==> src/rtl/conway_pkg.sv <==
// Shared types and sizing helpers for the grid load controller and its divider.
package conway_pkg;

  typedef enum logic [2:0] {
    IDLE,
    LOADING,
    COMMIT,
    READY,
    RUN
  } state_t;

  function automatic int chunk_count(input int data_size, input int in_width);
    return data_size / in_width;
  endfunction

  // A counter spanning 0..n-1 needs at least one bit even when n is 1.
  function automatic int cnt_width(input int n);
    return (n <= 1) ? 1 : $clog2(n);
  endfunction

endpackage

==> src/rtl/grid_load_controller_step_divider.sv <==
// Modulo-STEP_DIV cycle counter; tick is high while the count sits on its last value.
module step_divider
  import conway_pkg::*;
#(
  parameter int STEP_DIV = 4
) (
  input  logic clk,
  input  logic rst,
  input  logic clear,
  input  logic enable,
  output logic tick
);

  localparam int CW = cnt_width(STEP_DIV);
  localparam logic [CW-1:0] LAST = CW'(STEP_DIV - 1);

  logic [CW-1:0] count;

  always_ff @(posedge clk or posedge rst) begin
    if (rst) begin
      count <= '0;
    end else if (clear) begin
      count <= '0;
    end else if (enable) begin
      count <= (count == LAST) ? '0 : count + CW'(1);
    end
  end

  assign tick = (count == LAST);

endmodule

==> src/rtl/grid_load_controller.sv <==
// Assembles the initial grid from a chunk stream, commits it to memory, then paces
// generation writes with start/stop/reload control.
module grid_load_controller
  import conway_pkg::*;
#(
  parameter int DATA_SIZE = 64,
  parameter int IN_WIDTH  = 8,
  parameter int STEP_DIV  = 4,
  parameter int GEN_W     = 16
) (
  input  logic                 CLK,
  input  logic                 RESET,
  input  logic [IN_WIDTH-1:0]  LOAD_DATA,
  input  logic                 LOAD_VALID,
  output logic                 LOAD_READY,
  input  logic                 START,
  input  logic                 STOP,
  input  logic                 RELOAD,
  output logic [DATA_SIZE-1:0] INITIAL_OUT,
  output logic                 WRITE_ENABLE,
  output logic                 LOAD_RUN,
  output logic                 LOADED,
  output logic [GEN_W-1:0]     GEN_COUNT
);

  localparam int NCHUNK = chunk_count(DATA_SIZE, IN_WIDTH);
  localparam int CW = cnt_width(NCHUNK);
  localparam logic [CW-1:0] LAST_CHUNK = CW'(NCHUNK - 1);

  if (DATA_SIZE % IN_WIDTH != 0) begin : g_bad_width
    $error("DATA_SIZE must be a multiple of IN_WIDTH");
  end
  if (STEP_DIV < 1) begin : g_bad_div
    $error("STEP_DIV must be at least 1");
  end

  state_t state, state_next;
  logic [DATA_SIZE-1:0] sr, sr_shifted;
  logic [CW-1:0] chunk_cnt;
  logic [GEN_W-1:0] gen_count;
  logic accept, reload_now, last_accept, tick;

  assign accept      = LOAD_VALID && LOAD_READY;
  assign last_accept = accept && (chunk_cnt == LAST_CHUNK);
  // COMMIT always completes its single write; a held RELOAD lands one cycle later.
  assign reload_now  = RELOAD && (state != COMMIT);

  if (NCHUNK == 1) begin : g_single
    assign sr_shifted = LOAD_DATA;
  end else begin : g_multi
    assign sr_shifted = {sr[DATA_SIZE-IN_WIDTH-1:0], LOAD_DATA};
  end

  always_ff @(posedge CLK or posedge RESET) begin
    if (RESET) begin
      state <= IDLE;
    end else begin
      state <= state_next;
    end
  end

  always_comb begin
    state_next = state;
    case (state)
      IDLE: begin
        if (reload_now)       state_next = IDLE;
        else if (last_accept) state_next = COMMIT;
        else if (accept)      state_next = LOADING;
      end
      LOADING: begin
        if (reload_now)       state_next = IDLE;
        else if (last_accept) state_next = COMMIT;
      end
      COMMIT: state_next = READY;
      READY: begin
        if (reload_now)  state_next = IDLE;
        else if (STOP)   state_next = READY;
        else if (START)  state_next = RUN;
      end
      RUN: begin
        if (reload_now)  state_next = IDLE;
        else if (STOP)   state_next = READY;
      end
      default: state_next = IDLE;
    endcase
  end

  always_comb begin
    LOAD_READY   = 1'b0;
    WRITE_ENABLE = 1'b0;
    LOAD_RUN     = 1'b0;
    LOADED       = 1'b0;
    case (state)
      IDLE, LOADING: LOAD_READY = 1'b1;
      COMMIT:        WRITE_ENABLE = 1'b1;
      READY:         LOADED = 1'b1;
      RUN: begin
        LOADED       = 1'b1;
        LOAD_RUN     = 1'b1;
        WRITE_ENABLE = tick;
      end
      default: ;
    endcase
  end

  // Shift register keeps its contents across RELOAD; only the chunk count restarts.
  always_ff @(posedge CLK or posedge RESET) begin
    if (RESET) begin
      sr        <= '0;
      chunk_cnt <= '0;
    end else if (reload_now) begin
      chunk_cnt <= '0;
    end else if (accept) begin
      sr        <= sr_shifted;
      chunk_cnt <= last_accept ? '0 : chunk_cnt + CW'(1);
    end
  end

  always_ff @(posedge CLK or posedge RESET) begin
    if (RESET) begin
      gen_count <= '0;
    end else if (reload_now || state == COMMIT) begin
      gen_count <= '0;
    end else if (state == RUN && tick) begin
      gen_count <= gen_count + GEN_W'(1);
    end
  end

  // Divider is held at zero whenever the next cycle is not a RUN cycle.
  step_divider #(
    .STEP_DIV(STEP_DIV)
  ) u_step_divider (
    .clk   (CLK),
    .rst   (RESET),
    .clear (state_next != RUN),
    .enable(state == RUN),
    .tick  (tick)
  );

  assign INITIAL_OUT = sr;
  assign GEN_COUNT   = gen_count;

endmodule

==> config.mk <==
export PLATFORM = sky130hd
export DESIGN_NAME = grid_load_controller
export DESIGN_NICKNAME = d
export VERILOG_FILES = /design/src/rtl/conway_pkg.sv /design/src/rtl/grid_load_controller_step_divider.sv /design/src/rtl/grid_load_controller.sv
export SDC_FILE = /design/constraint.sdc
export NUM_CORES = 1
export LEC_CHECK = 0
export ABC_AREA = 1
export CELL_PAD_IN_SITES_DETAIL_PLACEMENT = 2
export CELL_PAD_IN_SITES_GLOBAL_PLACEMENT = 2
export CORE_UTILIZATION = 29
export DETAILED_ROUTE_END_ITERATION = 8
export PLACE_DENSITY_LB_ADDON = 0.1
export RECOVER_POWER = 100
export SETUP_SLACK_MARGIN = 0.05
export SLEW_MARGIN = 20
export SYNTH_ARGS = -nofsm -noshare
export SYNTH_HDL_FRONTEND = slang
export SYNTH_SLANG_ARGS = --single-unit
==> constraint.sdc <==
create_clock -name CLK -period 3.3 [get_ports CLK]
set_clock_uncertainty 0.2 [all_clocks]
set_input_delay 0.66 -clock CLK [delete_from_list [all_inputs] [get_ports CLK]]
set_output_delay 0.66 -clock CLK [all_outputs]
set_load 0.005 [all_outputs]
* Yosys cells after proc, flatten, opt, wreduce, memory -nomap -nowiden
Cells that the tools add are included.
Storage, ports and cells: flip-flop bits (word level) 88, input port bits 14
Cells by class: $add $sub $neg 3, equal/unequal tests 8, multiplexer cells 23, bitwise operators 1, reduce and logical (&&, ||, !) cells 12
Operators with widths (number):
- 3-bit 2-to-1 mux | 13
- 16-bit 2-to-1 mux | 2
- 16-bit by 1-bit adder with 16-bit output (second input constant) | 1
- 3-bit case mux with 5 select lines | 1
- 3-bit by 2-bit equality test with 1-bit output (second input constant) | 2
- 3-bit equality test (second input constant) | 2
- 2-bit 2-to-1 mux | 3
- 2-bit nonzero test | 3
- 1-bit logical AND | 4
- 2-bit OR reduction | 2
- 3-bit by 1-bit adder with 3-bit output (second input constant) | 1
- 3-bit by 1-bit equality test with 1-bit output (second input constant) | 1
- 3-bit logical NOT | 1
- 1-bit 2-to-1 mux | 3
- 3-bit by 2-bit != test with 1-bit output (second input constant) | 1
- 3-bit != test (second input constant) | 1
- 2-bit by 1-bit adder with 2-bit output (second input constant) | 1
- 2-bit equality test (second input constant) | 1
- 1-bit case mux with 2 select lines | 1
- 2-bit AND reduction | 1
- 1-bit logical OR | 1
- 1-bit NOT | 1

* Depth between registers and ports, before layout
depth after elaboration 10, depth in mapped cells 9, depth with buffers taken out 8

* Hierarchy
Synthesis repeated with hierarchy kept, for this count alone.
Unflattened totals: cell total of the unflattened synthesis 464, area total of the unflattened synthesis 4161.5 µm²
Modules (own cells, without submodules):
- grid_load_controller | times used 1, cells each 451, area each 4057.6 µm², sequential area each 2152.1 µm²
- step_divider | times used 1, cells each 13, area each 103.8 µm², sequential area each 50.0 µm²

* Worst setup path after synthesis
Ideal clock, no wire load.
path type reg2out, from reg state[1], to out WRITE_ENABLE, arrival time 0.918 ns, data required time 2.440 ns, setup slack 1.522 ns, stages on the path, launching flop included 6, path buffers 0, cells stage by stage dfrtp_1 > nor2_1 > nand2_2 > inv_2 > nand2_2 > nand2_1
Between the ends: word-level cells in the longest chain between the ends 2
RTL lines:
- start, declared | RTL line grid_load_controller.sv:37 | state_t state, state_next;
- start signal, assigned | RTL line grid_load_controller.sv:58 | state <= state_next;
- 3-bit equality test / 3-bit by 2-bit equality test with 1-bit output (equally long branches) | RTL line grid_load_controller.sv:93 | case (state)
- 1-bit case mux with 2 select lines (*) | RTL line grid_load_controller.sv:93
- end, declared | RTL line grid_load_controller.sv:20 | output logic WRITE_ENABLE,
Every way passes the cells marked *; elsewhere a longest branch is shown, timed or not.

* Worst setup path after layout
Same ends and word-level chain as after synthesis.

==> reports/qor.yml <==
synth:
  top_area_cells_in_the_synthesized_netlist: "dfrtp_1 56%, nand2_1 13%, inv_1 5.3%, o21ai_1 3.4%, o21ai_2 3.3%"
  syn_area_per_cell_um2: 8.83
  yosys_register_bits: 88
  synth_fp_nets: 465
  synth-edff-count: 0
  synthesis.instances: 447
  mappedNetlistArea_mm2: 0.00395
  yosys.cell_count.top_type: "nand2_1"
  async_sr_flop_fraction_pct: 100
  synth_largest_area_cell: "dfrtp_1"
  synth_seq_area_share_pct: 55.8
  synth-main-ff-cell: "dfrtp_1"
  synth.lib_cells_used.distinct: 31
  synth.top_cells.by_count: "133 x nand2_1, 88 x dfrtp_1, 56 x inv_1"
  synth_warnings: 0
  synth_top_area_share_pct: 55.8
global_routing:
  global_route.usage.total_pct: 17.4
  grt_first_pass_wirelength_um: 19100
  grt_max_degree: 65
  first_global_vias: 3735
  initial_antenna_violation_count: 0
  grt.overflow.total: 0
clock_tree:
  cts-hold-fix-buffers: 0
  postCtsResizedCells: 0
  root_buffer: "clkbuf_16"
  cts_made_buffers: 9
  cts.htree.levels: 3
  clkLatencyLatePin_ns: 0.34
  cts_tree: "built"
  cts.path.max_buffers: 2
  cts.clk_slew.worst_paths_ns: 0.06
  cts_setup_buffers: 0
  cts.sink_count: 88
worst_setup_path:
  setup.worst_path.class: "reg -> out"
  path_max_fanout: 5
  endpoint_kind: "primary output"
  critical_path_required_ns: 2.44
  cp-start-kind: "flip-flop"
  worst_ep_arrival_time_ns: 2.02
placement:
  detailed_place_hpwl_um: 8140
  gp_congestion: 0.729
  post-place-ws_ns: 0.806
  dp.cells: 709
  port_buffers: 97
outcome:
  run_status: "completed"
final_layout:
  antenna_cells: 0
  finish.cell_count_without_fillers: 725
  utilization_pct: 39.6
  final_layout_size_suffix_gt1_share_pct: 4.19
  num-nets-final: 562
  area.growth.synth_to_final_pct: 32.9
routing:
  drt_wl_total_um: 11300
  detailedRoute.firstIterationViolations: 121
  wire_per_inst_um: 15.6
  vias: 3389
  ant_nets: 0
  drtPass1Iterations: 4
  drc: 0
  avgViaCountPerCell: 4.67
worst_hold_path:
  class_of_the_most_critical_hold_timing_path: "reg -> reg"
job:
  cap_viol_max_count: 0
sta:
  timing_worst_slew_pin_value_ns: 1.17
  grt_setup_unrepaired: "false"
  period_needed_ns: 2.88
  max-slew-margin-rel_pct: 21.8
  max_clock_freq_mhz: 348
  hold_violations: 0
  fin_setup_tns_ns: 0
  timing.final.setup_violations: 0
  finalMaxSlewViolations: 0
  setup_ws_ns: 0.423
  final.period_utilization_pct: 87.2
power_and_ir_drop:
  fin_total_pwr_w: 0.00283
  static-leakage-power_nw: 2.58
  pwr_density_cell_mw_per_mm2: 539
  vdd.ir_drop.worst_mv: 0.304
die:
  row_count: 42
  initial_utilization_pct: 29.8
  io_pins: 98
  die-width_um: 119
  die_height_um: 119
  core_area_mm2: 0.0132
  dieArea_mm2: 0.0141
==> cells in the final DEF, fill, tap and decap left out, types with 2 or more instances in the layout <==
master	Yosys	final
o21ai_1	27	3
inv_1	56	58
nand3_1	15	15
clkbuf_1	2	4
dfrtp_1	88	88
clkinv_2	0	2
ha_1	4	4
o21bai_1	2	2
nor3_1	5	5
o21ai_0	25	64
clkdlybuf4s50_1	0	12
clkinv_4	0	2
nand4_1	12	12
clkbuf_16	0	9
dlygate4sd3_1	0	85
a21oi_1	3	3
nand2_1	133	137
nor2_1	25	28
==> worst max-delay path: stages (launching register included) <==
cell	delay (ns)
dfrtp_1	0.42
nor2_1	0.16
nand2_1	0.14
inv_1	0.15
nand2_1	0.16
nand2_1	0.09
dlygate4sd3_1	0.56
==> cell type report <==
cell class	count	area, um^2
clock inverters	5	57.6
multi-input cells	283	1300
clock buffers	11	233
inverters	60	226
flip-flops and latches	88	2200
repair buffers	102	1010
well taps	176	220
fillers	1529	8000
==> path summary, 6_finish.rpt <==
kind | slack [ns] | cells past startpoint | startpoint | to
max | 0.42 | 6 | state[1]$_DFF_PP0_ | WRITE_ENABLE
min | 0.28 | 2 | INITIAL_OUT[62]$_DFFE_PP0P_ | INITIAL_OUT[62]$_DFFE_PP0P_
max reg2reg | 0.53 | 7 | state[1]$_DFF_PP0_ | GEN_COUNT[5]$_DFFE_PP0P_
min reg2reg | 0.28 | 2 | INITIAL_OUT[62]$_DFFE_PP0P_ | INITIAL_OUT[62]$_DFFE_PP0P_
max in group asynchronous | 0.65 | 3 | RESET | INITIAL_OUT[9]$_DFFE_PP0P_
min in group asynchronous | 0.73 | 2 | RESET | INITIAL_OUT[4]$_DFFE_PP0P_
==> registers in the layout, indices dropped and copies added (netlist names) <==
name                  cells
GEN_COUNT                16
chunk_cnt                 3
state                     3
u_step_divider.count      2
INITIAL_OUT              64
==> kinds of logic (layout without fill, tap and decap cells) <==
kind of cell / count (synthesis) / count (layout) / synth area share [%]
buffers and inverters: 76 / 178 / 9.13
multiplexers: 1 / 1 / 0.254
flip-flops: 88 / 88 / 55.8
AND/OR/NAND/NOR: 201 / 201 / 21.8
adder cells (fa/ha/maj): 4 / 4 / 1.27
AO/OA/AOI/OAI: 77 / 77 / 11.7
==> through the flow <==
stage / hold WS, ns / cell area [um^2]
6_report: 0.279 / 5250
5_1_grt: 0.304 / 5250
4_1_cts: 0.291 / 5360
3_5_place_dp: 0.274 / 5070
3_3_place_gp: 0.263 / 5070
2_1_floorplan: 0.259 / 3950
==> per-layer routing <==
metal	track usage (%)	share of wire, %	vias up
met5	0	0	-
met4	5.22	1.1	0
met3	3.28	3.4	9
met2	30.1	51	60
met1	21.8	45	1711
li1	-	-	1609
==> power by group <==
group	internal (W)	switching (W)
sequential	0.00123	0.0000982
clock	0.000587	0.000423
combinational	0.000263	0.000227
No activity file was read; power rests on OpenSTA's default activity.
